$ cat src/rtl/avalon_mm_arb_master.sv
// rtl/avalon_mm_arb_master.sv - N-channel round-robin Avalon-MM master with lock hold and wait timeout
module avalon_mm_arb_master #(
  parameter int NCH    = 3,
  parameter int DATA_W = 32,
  parameter int ADDR_W = 32,
  parameter int TMO_W  = 8
) (
  input  logic                  CLK,
  input  logic                  RST_N,
  input  logic [NCH-1:0]        ch_start,
  input  logic [NCH-1:0]        ch_rnw,
  input  logic [NCH-1:0]        ch_lock,
  input  logic [NCH*ADDR_W-1:0] ch_addr,
  input  logic [NCH*DATA_W-1:0] ch_wdata,
  output logic [NCH-1:0]        ch_busy,
  output logic [NCH-1:0]        ch_done,
  output logic [NCH-1:0]        ch_err,
  output logic [DATA_W-1:0]     ch_rdata,
  output logic [ADDR_W-1:0]     ADDRESS,
  output logic                  BEGINTRANSFER,
  output logic                  READ,
  output logic                  WRITE,
  output logic [DATA_W-1:0]     WRITEDATA,
  output logic                  LOCK,
  input  logic [DATA_W-1:0]     READDATA,
  input  logic                  WAITREQUEST
);

  localparam int IDX_W = (NCH > 1) ? $clog2(NCH) : 1;
  localparam logic [IDX_W:0]   NCH_L    = (IDX_W+1)'(NCH);
  localparam logic [IDX_W-1:0] LAST_CH  = IDX_W'(NCH - 1);
  // Abort on the wait cycle that would bring the counter to all-ones.
  localparam logic [TMO_W-1:0] TMO_LAST = {{(TMO_W-1){1'b1}}, 1'b0};

  typedef enum logic [1:0] {
    ST_IDLE = 2'd0,
    ST_XFER = 2'd1,
    ST_RESP = 2'd2
  } state_t;

  state_t state, state_d;

  // Per-channel request slots
  logic [NCH-1:0]    pend;
  logic [NCH-1:0]    slot_rnw;
  logic [NCH-1:0]    slot_lock;
  logic [ADDR_W-1:0] slot_addr  [NCH];
  logic [DATA_W-1:0] slot_wdata [NCH];

  // Transfer bookkeeping
  logic [IDX_W-1:0]  grant;
  logic [IDX_W-1:0]  rr_ptr;
  logic [IDX_W-1:0]  owner;
  logic              lock_hold;
  logic [TMO_W-1:0]  tmo_cnt;
  logic              first;
  logic              err_q;
  logic [DATA_W-1:0] rdata_q;

  // Decisions from the next-state logic
  logic [NCH-1:0]    cap;
  logic              rr_found;
  logic [IDX_W-1:0]  rr_pick;
  logic [IDX_W:0]    rr_sum;
  logic              own_req;
  logic              do_grant;
  logic [IDX_W-1:0]  grant_sel;
  logic [IDX_W-1:0]  rr_next;
  logic              xfer_ok;
  logic              xfer_tmo;
  logic              release_lock;

  // A start is accepted only when the channel has nothing outstanding
  always_comb begin
    cap = ch_start & ~pend;
  end

  // Round-robin search: first pending channel at or after rr_ptr, wrapping
  always_comb begin
    rr_found = 1'b0;
    rr_pick  = '0;
    rr_sum   = '0;
    for (int k = 0; k < NCH; k++) begin
      rr_sum = {1'b0, rr_ptr} + (IDX_W+1)'(k);
      if (rr_sum >= NCH_L) begin
        rr_sum = rr_sum - NCH_L;
      end
      if (!rr_found && pend[rr_sum[IDX_W-1:0]]) begin
        rr_found = 1'b1;
        rr_pick  = rr_sum[IDX_W-1:0];
      end
    end
  end

  // The lock owner's re-request can only arrive in the IDLE cycle after its done
  // (a start during RESP is ignored), so a start pulse there counts as pending.
  always_comb begin
    own_req = lock_hold && (pend[owner] || ch_start[owner]);
  end

  // Next-state and control decisions
  always_comb begin
    state_d      = state;
    do_grant     = 1'b0;
    grant_sel    = rr_pick;
    xfer_ok      = 1'b0;
    xfer_tmo     = 1'b0;
    release_lock = 1'b0;
    case (state)
      ST_IDLE: begin
        if (own_req) begin
          do_grant  = 1'b1;
          grant_sel = owner;
          state_d   = ST_XFER;
        end else begin
          release_lock = lock_hold;
          if (rr_found) begin
            do_grant = 1'b1;
            state_d  = ST_XFER;
          end
        end
      end
      ST_XFER: begin
        if (!WAITREQUEST) begin
          xfer_ok = 1'b1;
          state_d = ST_RESP;
        end else if (tmo_cnt == TMO_LAST) begin
          xfer_tmo = 1'b1;
          state_d  = ST_RESP;
        end
      end
      ST_RESP: begin
        state_d = ST_IDLE;
      end
      default: begin
        state_d = ST_IDLE;
      end
    endcase
    rr_next = (grant_sel == LAST_CH) ? '0 : grant_sel + 1'b1;
  end

  // State register
  always_ff @(posedge CLK) begin
    if (!RST_N) begin
      state <= ST_IDLE;
    end else begin
      state <= state_d;
    end
  end

  // Request slots, arbitration pointer, timeout counter and response capture
  always_ff @(posedge CLK) begin
    if (!RST_N) begin
      pend      <= '0;
      slot_rnw  <= '0;
      slot_lock <= '0;
      for (int i = 0; i < NCH; i++) begin
        slot_addr[i]  <= '0;
        slot_wdata[i] <= '0;
      end
      grant     <= '0;
      rr_ptr    <= '0;
      owner     <= '0;
      lock_hold <= 1'b0;
      tmo_cnt   <= '0;
      first     <= 1'b0;
      err_q     <= 1'b0;
      rdata_q   <= '0;
    end else begin
      for (int i = 0; i < NCH; i++) begin
        if (cap[i]) begin
          pend[i]       <= 1'b1;
          slot_rnw[i]   <= ch_rnw[i];
          slot_lock[i]  <= ch_lock[i];
          slot_addr[i]  <= ch_addr[i*ADDR_W +: ADDR_W];
          slot_wdata[i] <= ch_wdata[i*DATA_W +: DATA_W];
        end
      end
      case (state)
        ST_IDLE: begin
          if (release_lock) begin
            lock_hold <= 1'b0;
          end
          if (do_grant) begin
            grant   <= grant_sel;
            rr_ptr  <= rr_next;
            tmo_cnt <= '0;
            first   <= 1'b1;
            err_q   <= 1'b0;
          end
        end
        ST_XFER: begin
          first <= 1'b0;
          if (xfer_ok) begin
            rdata_q <= READDATA;
          end else if (xfer_tmo) begin
            err_q <= 1'b1;
          end else begin
            tmo_cnt <= tmo_cnt + 1'b1;
          end
        end
        ST_RESP: begin
          pend[grant] <= 1'b0;
          lock_hold   <= slot_lock[grant] & ~err_q;
          owner       <= grant;
        end
        default: begin
        end
      endcase
    end
  end

  // Bus and requester outputs decoded from registered state
  always_comb begin
    ADDRESS       = '0;
    WRITEDATA     = '0;
    READ          = 1'b0;
    WRITE         = 1'b0;
    LOCK          = 1'b0;
    BEGINTRANSFER = 1'b0;
    ch_done       = '0;
    ch_err        = '0;
    ch_rdata      = '0;
    ch_busy       = pend;
    if (state == ST_XFER) begin
      ADDRESS       = slot_addr[grant];
      WRITEDATA     = slot_wdata[grant];
      READ          = slot_rnw[grant];
      WRITE         = ~slot_rnw[grant];
      LOCK          = slot_lock[grant];
      BEGINTRANSFER = first;
    end
    if (state == ST_RESP) begin
      ch_done = NCH'(1) << grant;
      ch_err  = err_q ? (NCH'(1) << grant) : '0;
      if (slot_rnw[grant] && !err_q) begin
        ch_rdata = rdata_q;
      end
    end
  end

endmodule

$ cat config.mk
export PLATFORM = sky130hd
export DESIGN_NAME = avalon_mm_arb_master
export DESIGN_NICKNAME = d
export VERILOG_FILES = /design/src/rtl/avalon_mm_arb_master.sv
export SDC_FILE = /design/constraint.sdc
export NUM_CORES = 1
export LEC_CHECK = 0
export ABC_AREA = 1
export BUFFER_PORTS_ARGS = -buffer_cell sky130_fd_sc_hd__buf_2
export CORE_MARGIN = 4
export CORE_UTILIZATION = 53
export CTS_CLUSTER_DIAMETER = 50
export DETAILED_ROUTE_END_ITERATION = 7
export GPL_TIMING_DRIVEN = 0
export PLACE_DENSITY = 0.81
export SYNTH_ARGS = -nofsm -noshare
export SYNTH_HDL_FRONTEND = slang
export SYNTH_SLANG_ARGS = --single-unit
$ cat constraint.sdc
create_clock -name CLK -period 2.83 [get_ports CLK]
set_input_delay 0.1415 -clock CLK [delete_from_list [all_inputs] [get_ports CLK]]
set_output_delay 0.1415 -clock CLK [all_outputs]
set_load 0.005 [all_outputs]
[Word level (Yosys, flattened, before mapping)]
Memories as Yosys holds them, arrays and structs flattened. A register that Yosys moved wholly into a read port is not among the register bits.
Index checks and enable logic that the tools add are counted.
Operators by class
  add/subtract/negate cells: 7
  multipliers: 0
  divide/modulo/power cells: 0
  magnitude comparators: 9
  equal/unequal tests: 11
  shift operators: 1
  muxes and demuxes: 93
  bitwise logic cells: 13
  reductions and logical operators: 19
Operators with widths (count)
  2-to-1 mux 32 bit: 10
  2-to-1 mux 1 bit: 46
  2-to-1 mux 2 bit: 17
  2-to-1 mux 8 bit: 3
  case mux 8 bit (2 select lines): 1
  < comparator 2 x 3 -> 1 bit, second input constant: 5
  binary-select mux 1 bit (select 2 bit): 7
  2-to-1 mux 3 bit: 4
  inequality test 2 bit, second input constant: 5
  AND reduction 2 bit: 5
  adder 8 x 1 -> 8 bit, second input constant: 1
  == test 8 bit, second input constant: 1
  AND reduction 4 bit: 2
  AND 3 bit: 2
  greater-or-equal comparator 3 x 2 -> 1 bit, second input constant: 2
  inequality test 3 bit, second input constant: 2
  inverter 3 bit: 2
  bitwise OR 1 bit: 6
  case mux 1 bit (2 select lines): 3
  subtractor 2 bit, second input constant: 3
  logical AND 1 bit: 5
  == test 2 bit, second input constant: 2
  case mux 2 bit (2 select lines): 1
  nonzero test 2 bit: 2
  other kinds (13): 16
Word-level totals
  register bits: 60
  bits in latches: 0
  RAM bits: 192
  bits in read-only memories: 0
  output and inout port bits: 109
  memories: 2
Memories
  slot_addr: words 3, width 32, read ports 1, clocked after Yosys merged registers in 1, write ports 3, line 47  | logic [ADDR_W-1:0] slot_addr [NCH];
  slot_wdata: words 3, width 32, read ports 1, clocked after Yosys merged registers in 1, write ports 3, line 48  | logic [DATA_W-1:0] slot_wdata [NCH];

[Longest topological paths before layout]
Gate-level depths: netlist of run 1.
  depth in word-level cells: 17
  mapped depth: 13
  mapped depth without buffers: 13

[Worst setup path before layout of run 1]
Ideal clock, no wire load.
  path kind: register to register
  start point: register pend[2] (netlist: ch_busy[2])
  end point: memory slot_addr[2][0], enable pin
  arrival: 2.015 ns
  required time: 2.406 ns
  path slack: 0.391 ns
  cell stages (with the launch flop): 4
  period minus slack after synthesis: 2.439 ns
  path through: dfxtp_1 nor2_1 inv_1 nand2_1
RTL lines
  from (decl): line 44  | logic [NCH-1:0] pend;
  from (signal assigned): line 154  | pend <= '0;
  from (signal, indexed assignment): line 172  | pend[i] <= 1'b1;
  from (signal, indexed assignment): line 203  | pend[grant] <= 1'b0;
  to (decl): line 47

==> results of run 1 <==
==> worst paths after layout <==
check,from,end,slack [ps],cells past startpoint
worst max-delay path,register,WRITEDATA[5],20,6
worst min-delay path,ch_lock[1],slot_lock[1],380,4
worst max register to register,ch_busy[0],slot_addr[0][27],620,6
worst min register to register,rdata_q[31],rdata_q[31],470,2
==> cell families after synthesis <==
| kind of cell | synth area share (%) |
|---|---|
| multiplexers | 5.78 |
| flip-flops | 56.2 |
| adder cells (fa/ha/maj) | 0.603 |
| XOR/XNOR | 0.351 |
| buffers and inverters | 14.8 |
| AND/OR/NAND/NOR | 14.3 |
| AO/OA/AOI/OAI | 7.99 |
==> metal layers <==
metal  routed length (um)  global-route usage [%]  up-vias
li1                     -                       -     5633
met1                16000                    39.9     6015
met2                24200                    64.2     1157
met3                 4880                    7.27      338
met4                 3700                    23.1        0
met5                    0                       0        -
==> stage by stage <==
step	setup TNS [ps]	util, %	hold slack, ps
5_1_grt	-103	79.1	376
3_5_place_dp	0	64.2	376
3_3_place_gp	-150060	63.8	369
4_1_cts	0	79.0	355
6_report	0	79.1	376
2_1_floorplan	0	-	276
==> flip-flops by register name, indices dropped and copies added, names as in the netlist, named ones only <==
name        flops
slot_addr      96
slot_wdata     96
rdata_q        32
tmo_cnt         8
ch_busy         3
slot_lock       3
slot_rnw        3
grant           2
owner           2
rr_ptr          2
state           2
err_q           1
first           1
lock_hold       1
==> worst max-delay path, cell delays in order, from the launching register on <==
cell	delay (ps)
dfxtp_1	300
buf_2	310
buf_1	520
mux2_2	410
o21ai_0	330
inv_1	120
buf_2	150
==> power by group through the flow <==
stage               Clock, mW  Combinational [mW]  Sequential, mW
detailed placement          0                3.39            4.68
finish                   4.08                3.93            4.64
CTS                      4.04                3.67            4.61
global placement            0                3.30            4.68
floorplan                   0                2.15            4.64
global route             4.24                4.22            4.67
==> final cells by class <==
| cell class | count | area share, % |
|---|---|---|
| Multi-Input combinational cell | 697 | 20.1 |
| Timing Repair Buffer | 583 | 23.0 |
| Buffer | 73 | 2.13 |
| Tap cell | 313 | 2.17 |
| Clock inverter | 13 | 0.997 |
| Sequential cell | 254 | 38.8 |
| Inverter | 388 | 8.06 |
| Antenna cell | 3 | 0.0416 |
| Clock buffer | 42 | 4.74 |
==> placed cells by master (no fill, tap or decap), types with 2 or more instances in the layout <==
cell type | netlist | layout
edfxtp_1 | 192 | 192
nand2_1 | 89 | 86
nand2_4 | 0 | 3
buf_4 | 19 | 19
ha_1 | 6 | 6
clkbuf_4 | 0 | 2
nand3_2 | 2 | 2
inv_6 | 0 | 2
nand2_2 | 2 | 2
mux2_2 | 64 | 64
xor2_1 | 4 | 4
buf_6 | 2 | 2
nand3_1 | 88 | 88
nor3_1 | 8 | 8
bufinv_16 | 0 | 3
inv_8 | 0 | 3
buf_2 | 19 | 363
nand4_1 | 5 | 5
a31oi_1 | 2 | 2
buf_12 | 0 | 2
a21oi_1 | 112 | 112
diode_2 | 0 | 3
dlygate4sd3_1 | 0 | 236
clkbuf_1 | 29 | 34
dfxtp_1 | 62 | 62
nor2_2 | 2 | 2
inv_2 | 4 | 4
nor2_1 | 231 | 231
o21ai_0 | 73 | 73
inv_1 | 384 | 384
buf_1 | 4 | 6
clkinv_2 | 0 | 2
clkbuf_16 | 0 | 32
==> repair_timing <==
action | CTS | global route
resized for setup | 0 | 2
hold buffers | 236 | 0
hold endpoints to repair | 238 | 0
setup endpoints to repair | 0 | 8
==> flow_summary_export.csv, run 1 <==
group,metric,value,unit
die,die_x,161,um
yosys,synthMostInstantiatedCell,"inv_1",
timing,fmax,356,MHz
global_route,grt_pass1_vias,13926,
placement,dp.cells,2072,
timing,fin_skew,16.8,ps
global_route,grt_max_degree,44,
timing,finalCriticalPeriod,2810,ps
pwr,finalPower,12.7,mW
yosys,yosys-top-cells-area,"edfxtp_1 (46%), inv_1 (12%), dfxtp_1 (10%), nor2_1 (7.0%), mux2_2 (5.8%)",
global_route,grt_antenna_before_repair,2,
pwr,p_int,8.38,mW
placement,place.gp.congestion,0.872,
layout,layout-drive-gt1-share,25.2,%
flow_run,drv_cap,0,
pwr,p_leak,9.39,nW
timing,hold_viol,0,
clock_network,clk_latency,560,ps
placement,place_ws,722,ps
setup_path,critPathMaxFanout,10,
timing,slew_headroom,52.3,%
yosys,ys.flop_type,"edfxtp_1",
die,core.rowCount,55,
timing,worst_slack,20.2,ps
layout,n_fill_cell,1307,
placement,dp_hpwl,25700,um
pwr,p_clk_share,32.2,%
route,vias,13143,
layout,syn2layout_area_growth,45.0,%
clock_network,numCtsBuffers,31,
hold_path,min_path_type,"in2reg",
route,dr.pass1.iters,8,
pwr,power_frac_comb,31.1,%
outcome,status,"completed",
yosys,synth_area_per_cell,8.82,um^2
layout,seq_area,7010,um^2
timing,setup_viol,0,
route,wl,48800,um
route,wl_per_cell,20.6,um
pwr,ir_worst_vdd,0.536,mV
yosys,synth_common_cells,"inv_1 (384), nor2_1 (231), edfxtp_1 (192)",
setup_path,setup.worst_path.class,"reg2out",
timing,min_period_over_period,99.3,%
timing,rsz0062_at_grt,"yes",
layout,multi_input_area,3630,um^2
timing,worst_pin_slew,715,ps
pwr,power_density,700,nW/um^2
clock_network,cts_sinks,254,
yosys,synth_edf_count,192,
pwr,power_frac_seq,36.7,%
clock_network,cts_tree,"built",
route,drc,0,
die,initial_core_util,54.5,%
placement,port_buffers,344,
die,core,22800,um^2
clock_network,cts-root-buf,"clkbuf_16",
timing,drv_slew,0,
die,boundaryPins,345,
yosys,synth_cell_types,32,
yosys,synth.largest_area_cell,"edfxtp_1",
yosys,synthCells,1412,
yosys,yosysWarnings,0,
pwr,switchingPower,4.27,mW
yosys,yosysSeqAreaShare,56.2,%
layout,fin_nets,2270,
yosys,ys_ff_latch,254,
global_route,grt_first_pass_wirelength,74600,um
global_route,grtUsageTotal,36.3,%
die,fp.dieArea,26000,um^2
clock_network,ctsLongestPathBuffers,3,
route,ant_nets,0,
route,drt-initial-drc-count,1551,
clock_network,cts-htree-levels,1,
yosys,synth_area,12500,um^2
layout,fin_area,18100,um^2
setup_path,crit_required,2690,ps
placement,dpl-instance-area,14700,um^2
clock_network,clk_pin_slew,60,ps
layout,layoutNonFillerInstCount,2366,
yosys,syn-num-nets,1654,
clock_network,postCtsSetupBuffers,0,
route,via_per_inst,5.55,
setup_path,endpoint_kind,"primary output",
global_route,grt_overflow_total,0,
yosys,async_flop_share,0,%
yosys,synth_top_area_share,46.3,%
setup_path,arrival,2670,ps
die,dieHeight,161,um
pwr,p_sw_share,33.8,%
setup_path,cp-start-kind,"register",
No activity file was read; power rests on OpenSTA's default activity.
==> run 2, diff against run 1 <==
CORE_MARGIN = not set   (was 4)
clock period = 3 ns   (was 2.83 ns; I/O delays follow)
==> run 2 against run 1 <==
Against the previous run: the run now ends with DRC left; total power fell by 7.2%; via count fell by 1.0%; flip-flop and latch count did not move; critical path depth did not move; non-clock buffer count fell by 1; clock skew fell by 6.4 ps; sequential power fell by 5.6%; sequential share of layout area rose by 0.11 points; clock power fell by 11%; cell count barely moved; critical endpoint is now ADDRESS[15]; largest cell class unchanged.
==> flow_summary_export.csv, run 2 (synthesis results as in run 1) <==
group,metric,value,unit
setup_path,cp-start-kind,"register",
route,vias,13007,
route,via_per_inst,5.50,
setup_path,ff2ff_path_depth,6,
layout,syn2layout_area_growth,44.6,%
route,drc,2,
setup_path,crit_required,2850,ps
setup_path,critPathMaxFanout,10,
clock_network,cts_sinks,254,
route,dr.pass1.iters,8,
layout,fin_nets,2268,
placement,port_buffers,344,
layout,fin_area,18000,um^2
clock_network,clk_latency,550,ps
die,initial_core_util,54.5,%
die,boundaryPins,345,
route,ant_nets,0,
placement,dp_hpwl,24600,um
timing,drv_slew,0,
pwr,ir_worst_vdd,0.474,mV
hold_path,min_path_type,"in2reg",
global_route,grt_max_degree,42,
setup_path,r2r_start,"ch_busy[0]",
placement,place.gp.congestion,0.892,
timing,hold_viol,0,
clock_network,clk_pin_slew,60,ps
clock_network,ctsLongestPathBuffers,3,
layout,layout_commonest_cell,"inv_1",
die,dieHeight,155,um
timing,fmax,355,MHz
route,wl,47600,um
setup_path,endpoint_kind,"primary output",
outcome,violations,"DRC",
pwr,p_leak,9.37,nW
layout,final_cell_mix,"inv_1 (384), buf_2 (363), dlygate4sd3_1 (235)",
timing,setup_viol,0,
die,die_x,155,um
layout,largestRegisters,"slot_addr (96), slot_wdata (96), rdata_q (32)",
global_route,grt_overflow_total,0,
clock_network,cts-htree-levels,1,
pwr,power_density,652,nW/um^2
global_route,grt_pass1_vias,13301,
layout,n_fill_cell,1343,
timing,slew_headroom,50.9,%
pwr,finalPower,11.7,mW
timing,worst_pin_slew,737,ps
global_route,grt_first_pass_wirelength,71400,um
placement,dpl-instance-area,14700,um^2
outcome,status,"finished, violations left",
setup_path,r2r-end,"slot_addr[0][20]",
setup_path,setup.worst_path.class,"reg2out",
die,core.rowCount,55,
clock_network,numCtsBuffers,30,
timing,min_period_over_period,94.0,%
flow_run,drv_cap,0,
clock_network,cts_tree,"built",
timing,fin_hold_ws,388,ps
timing,rsz0062_at_grt,"no",
route,wl_per_cell,20.1,um
layout,layout-drive-gt1-share,25.2,%
route,drt-initial-drc-count,1480,
die,core,22800,um^2
global_route,grt_antenna_before_repair,3,
global_route,grtUsageTotal,39.3,%
setup_path,setup.worst_path.end,"ADDRESS[15]",
clock_network,cts-root-buf,"clkbuf_16",
timing,fin_skew,10.4,ps
setup_path,rrSetupSlack,670,ps
timing,finalCriticalPeriod,2820,ps
die,fp.dieArea,24100,um^2
setup_path,arrival,2670,ps
run 2: how the worst min path moves through the flow:
stage	startpoint	end	slack, ps	cells after the start
after floorplan	ch_lock[2]	slot_lock[2]	280	2
after global placement	ch_rnw[2]	slot_rnw[2]	390	3
after detailed placement	ch_lock[2]	slot_lock[2]	380	3
after CTS	ch_rnw[1]	slot_rnw[1]	380	4
after global routing	ch_rnw[1]	slot_rnw[1]	410	4
final	ch_rnw[1]	slot_rnw[1]	390	4
run 2: cell type report:
class | count | area, um^2 | area share, %
inverters | 388 | 1460 | 8.08
multi-input cells | 697 | 3640 | 20.2
clock buffers | 40 | 863 | 4.79
diodes | 3 | 7.51 | 0.0417
repair buffers | 582 | 4150 | 23.0
flip-flops and latches | 254 | 7010 | 38.9
clock inverters | 15 | 121 | 0.674
well taps | 313 | 392 | 2.17
plain buffers | 73 | 384 | 2.13
run 2: metal layers:
layer / routed length (um) / vias to the layer above / global-route usage [%]
met4: 3540 / 0 / 27.1
met3: 4800 / 324 / 10.3
met5: 0 / - / 0
met1: 16100 / 5951 / 43.0
li1: - / 5619 / -
met2: 23200 / 1113 / 66.9
run 2: worst max-delay path, stage by stage, from the launching register on:
cell and delay, ps:
dfxtp_1 300, buf_2 310, buf_1 600, mux2_2 420, o21ai_0 300, inv_1 70, buf_2 130
run 2: timing repair:
action,4_1_cts,5_1_grt
setup endpoints to repair,0,1
gates resized for setup,0,1
hold buffers,235,0
endpoints found under the hold margin,238,0
buffers inserted,0,0
run 2: report_power, final:
group	switching (mW)	internal (mW)	total, mW
Clock	1.53	2.12	3.65
Combinational	2.28	1.43	3.71
Sequential	0.180	4.20	4.38
Total	3.99	7.75	11.7
run 2: stage by stage:
step	worst slack, ps	util [%]	setup TNS (ps)	std cells
after floorplan	561	-	0	1412
after global placement	-763	63.8	-121140	2069
after detailed placement	880	64.2	0	2072
after CTS	287	78.8	0	2362
after global routing	99.3	78.8	0	2364
final	179	78.9	0	2365
==> run 3, diff against run 2 <==
CTS_CLUSTER_SIZE = 25   (was not set)
REMOVE_ABC_BUFFERS = 1   (was not set)
==> run 3 against run 2 <==
Against the previous run: the flow now finishes without violations; sequential power is 3% higher; clock power is 1% lower; flip-flop and latch count stayed put; clock skew is 1.7 ps higher; combinational power is 7.0% lower; cell area is 0.92% lower; first-iteration DRC count is 17% lower; register-to-register slack worse by 350 ps; critical path depth is 2 higher; non-clock buffer count is 63 lower; critical path type unchanged; largest cell class unchanged.
==> flow_summary_export.csv, run 3 (synthesis results as in run 1) <==
group,metric,value,unit
outcome,status,"completed",
layout,layout_commonest_cell,"inv_1",
hold_path,min-delay-start,"RST_N",
timing,fin_skew,12.1,ps
setup_path,r2r-end,"slot_addr[0][24]",
pwr,p_sw_share,33.8,%
pwr,p_clk_share,31.2,%
setup_path,ff2ff_path_depth,8,
pwr,switchingPower,3.91,mW
timing,slew_headroom,28.9,%
clock_network,cts-htree-levels,1,
setup_path,crit_required,2850,ps
setup_path,rrSetupSlack,320,ps
route,vias,12488,
clock_network,clk_pin_slew,60,ps
layout,fin_util,78.1,%
layout,syn2layout_area_growth,43.3,%
global_route,grt_pass1_vias,12880,
die,fp.dieArea,24100,um^2
layout,fin_nets,2204,
placement,dp_hpwl,21300,um
route,via_per_inst,5.43,
global_route,grtUsageTotal,36.1,%
timing,rsz0062_at_grt,"no",
global_route,grt_antenna_before_repair,1,
global_route,grt_first_pass_wirelength,67400,um
flow_run,drv_cap,0,
hold_path,min_path_cells,3,
clock_network,cts-root-buf,"clkbuf_16",
die,core,22800,um^2
clock_network,numCtsBuffers,28,
pwr,power_density,648,nW/um^2
pwr,power_frac_seq,39.0,%
pwr,power_frac_comb,29.8,%
setup_path,arrival,2770,ps
layout,layout-drive-gt1-share,25.1,%
hold_path,min_path_type,"in2reg",
clock_network,cts_tree,"built",
timing,drv_slew,0,
pwr,p_int,7.66,mW
pwr,p_leak,9.25,nW
layout,final_cell_mix,"inv_1 (383), buf_2 (344), dlygate4sd3_1 (234)",
placement,port_buffers,344,
layout,largestRegisters,"slot_addr (96), slot_wdata (96), rdata_q (32)",
placement,dp.cells,2010,
route,dr.pass1.iters,6,
placement,place.gp.congestion,0.855,
global_route,grt_max_degree,95,
layout,layoutNonFillerInstCount,2298,
die,dieHeight,155,um
clock_network,cts_sinks,254,
die,initial_core_util,54.5,%
timing,setup_viol,0,
die,core.rowCount,55,
setup_path,critPathMaxFanout,73,
timing,worst_pin_slew,1070,ps
timing,hold_viol,0,
die,boundaryPins,345,
route,ant_nets,0,
route,wl,44400,um
setup_path,endpoint_kind,"primary output",
die,die_x,155,um
setup_path,setup.worst_path.class,"reg2out",
route,drt-initial-drc-count,1235,
route,drc,0,
hold_path,hold_end,"rr_ptr[0]",
timing,fmax,342,MHz
clock_network,ctsLongestPathBuffers,3,
pwr,ir_worst_vdd,0.454,mV
route,wl_per_cell,19.3,um
timing,min_period_over_period,97.4,%
clock_network,clk_latency,540,ps
global_route,grt_overflow_total,0,
setup_path,cp-start-kind,"register",
timing,finalCriticalPeriod,2920,ps
setup_path,r2r_start,"ch_busy[1]",
## run 3: cell count changes in the layout (fill, tap and decap cells not counted), sizes merged
cell | before | now
buf | 391 | 358
clkbuf | 69 | 38
clkinv | 9 | 7
diode | 3 | 1
dlygate4sd3 | 235 | 234
inv | 391 | 392
nor2 | 234 | 235
## run 3: power by group through the flow
| stage | Clock (mW) | Combinational (mW) | Sequential [mW] |
|---|---|---|---|
| after floorplan | 0 | 1.75 | 4.56 |
| after global placement | 0 | 2.68 | 4.72 |
| after detailed placement | 0 | 2.91 | 4.54 |
| after CTS | 3.55 | 3.18 | 4.47 |
| after global routing | 3.75 | 3.69 | 4.55 |
| final | 3.61 | 3.45 | 4.52 |
## run 3: cell type report
type	instances	area, um^2
clock inverter	14	130
fill	1248	4990
sequential	254	7010
inverter	388	1460
tap	313	392
clock buffer	38	836
timing repair buffer	592	4350
multi-input combinational	698	3670
antenna	1	2.50
## run 3: worst max-delay path by stage
stage / endpoint / slack (ps) / startpoint
after floorplan: slot_addr[0][0] / -4070 / ch_busy[0]
after global placement: slot_wdata[0][22] / -7450 / ch_busy[0]
after detailed placement: tmo_cnt[5] / -70 / state[0]
after CTS: ch_rdata[4] / 90 / grant[0]
after global routing: ADDRESS[9] / 10 / state[0]
final: ADDRESS[9] / 80 / state[0]
## run 3: layer usage
metal  up-vias  part of all wire (%)  global-route usage, %
met4         0                   6.1                   21.1
met3       249                    11                   11.4
met5         -                     0                      0
met1      5794                    34                   38.8
met2       958                    49                   62.6
li1       5487                     -                      -
## run 3: through the flow
| stage | cell area (um^2) | worst slack (ps) | power [mW] | hold slack (ps) | TNS, ps |
|---|---|---|---|---|---|
| 4_1_cts | 17800 | 87.1 | 11.2 | 32.7 | 0 |
| 3_5_place_dp | 14500 | -74.0 | 7.45 | 387 | -326 |
| 3_3_place_gp | 14200 | -7450 | 7.40 | 377 | -1649220 |
| 6_report | 17900 | 77.7 | 11.6 | 64.7 | 0 |
| 5_1_grt | 17900 | 14.8 | 12.0 | 70.4 | 0 |
| 2_1_floorplan | 12100 | -4070 | 6.31 | 276 | -783800 |
## run 3: worst max-delay path: stages (launching register included)
cell and delay [ps]:
dfxtp_1 420, inv_1 160, nor2_4 510, inv_4 90
buf_16 260, a21oi_1 210, o21ai_0 180, inv_1 130
buf_2 230
## run 3: timing repair
action | 4_1_cts | 5_1_grt
cloned | 0 | 1
hold buffers | 234 | 0
endpoints found under the hold margin | 234 | 0
pin swaps | 0 | 1
setup endpoints to repair | 10 | 13
setup buffers | 0 | 0
resized for setup | 2 | 1
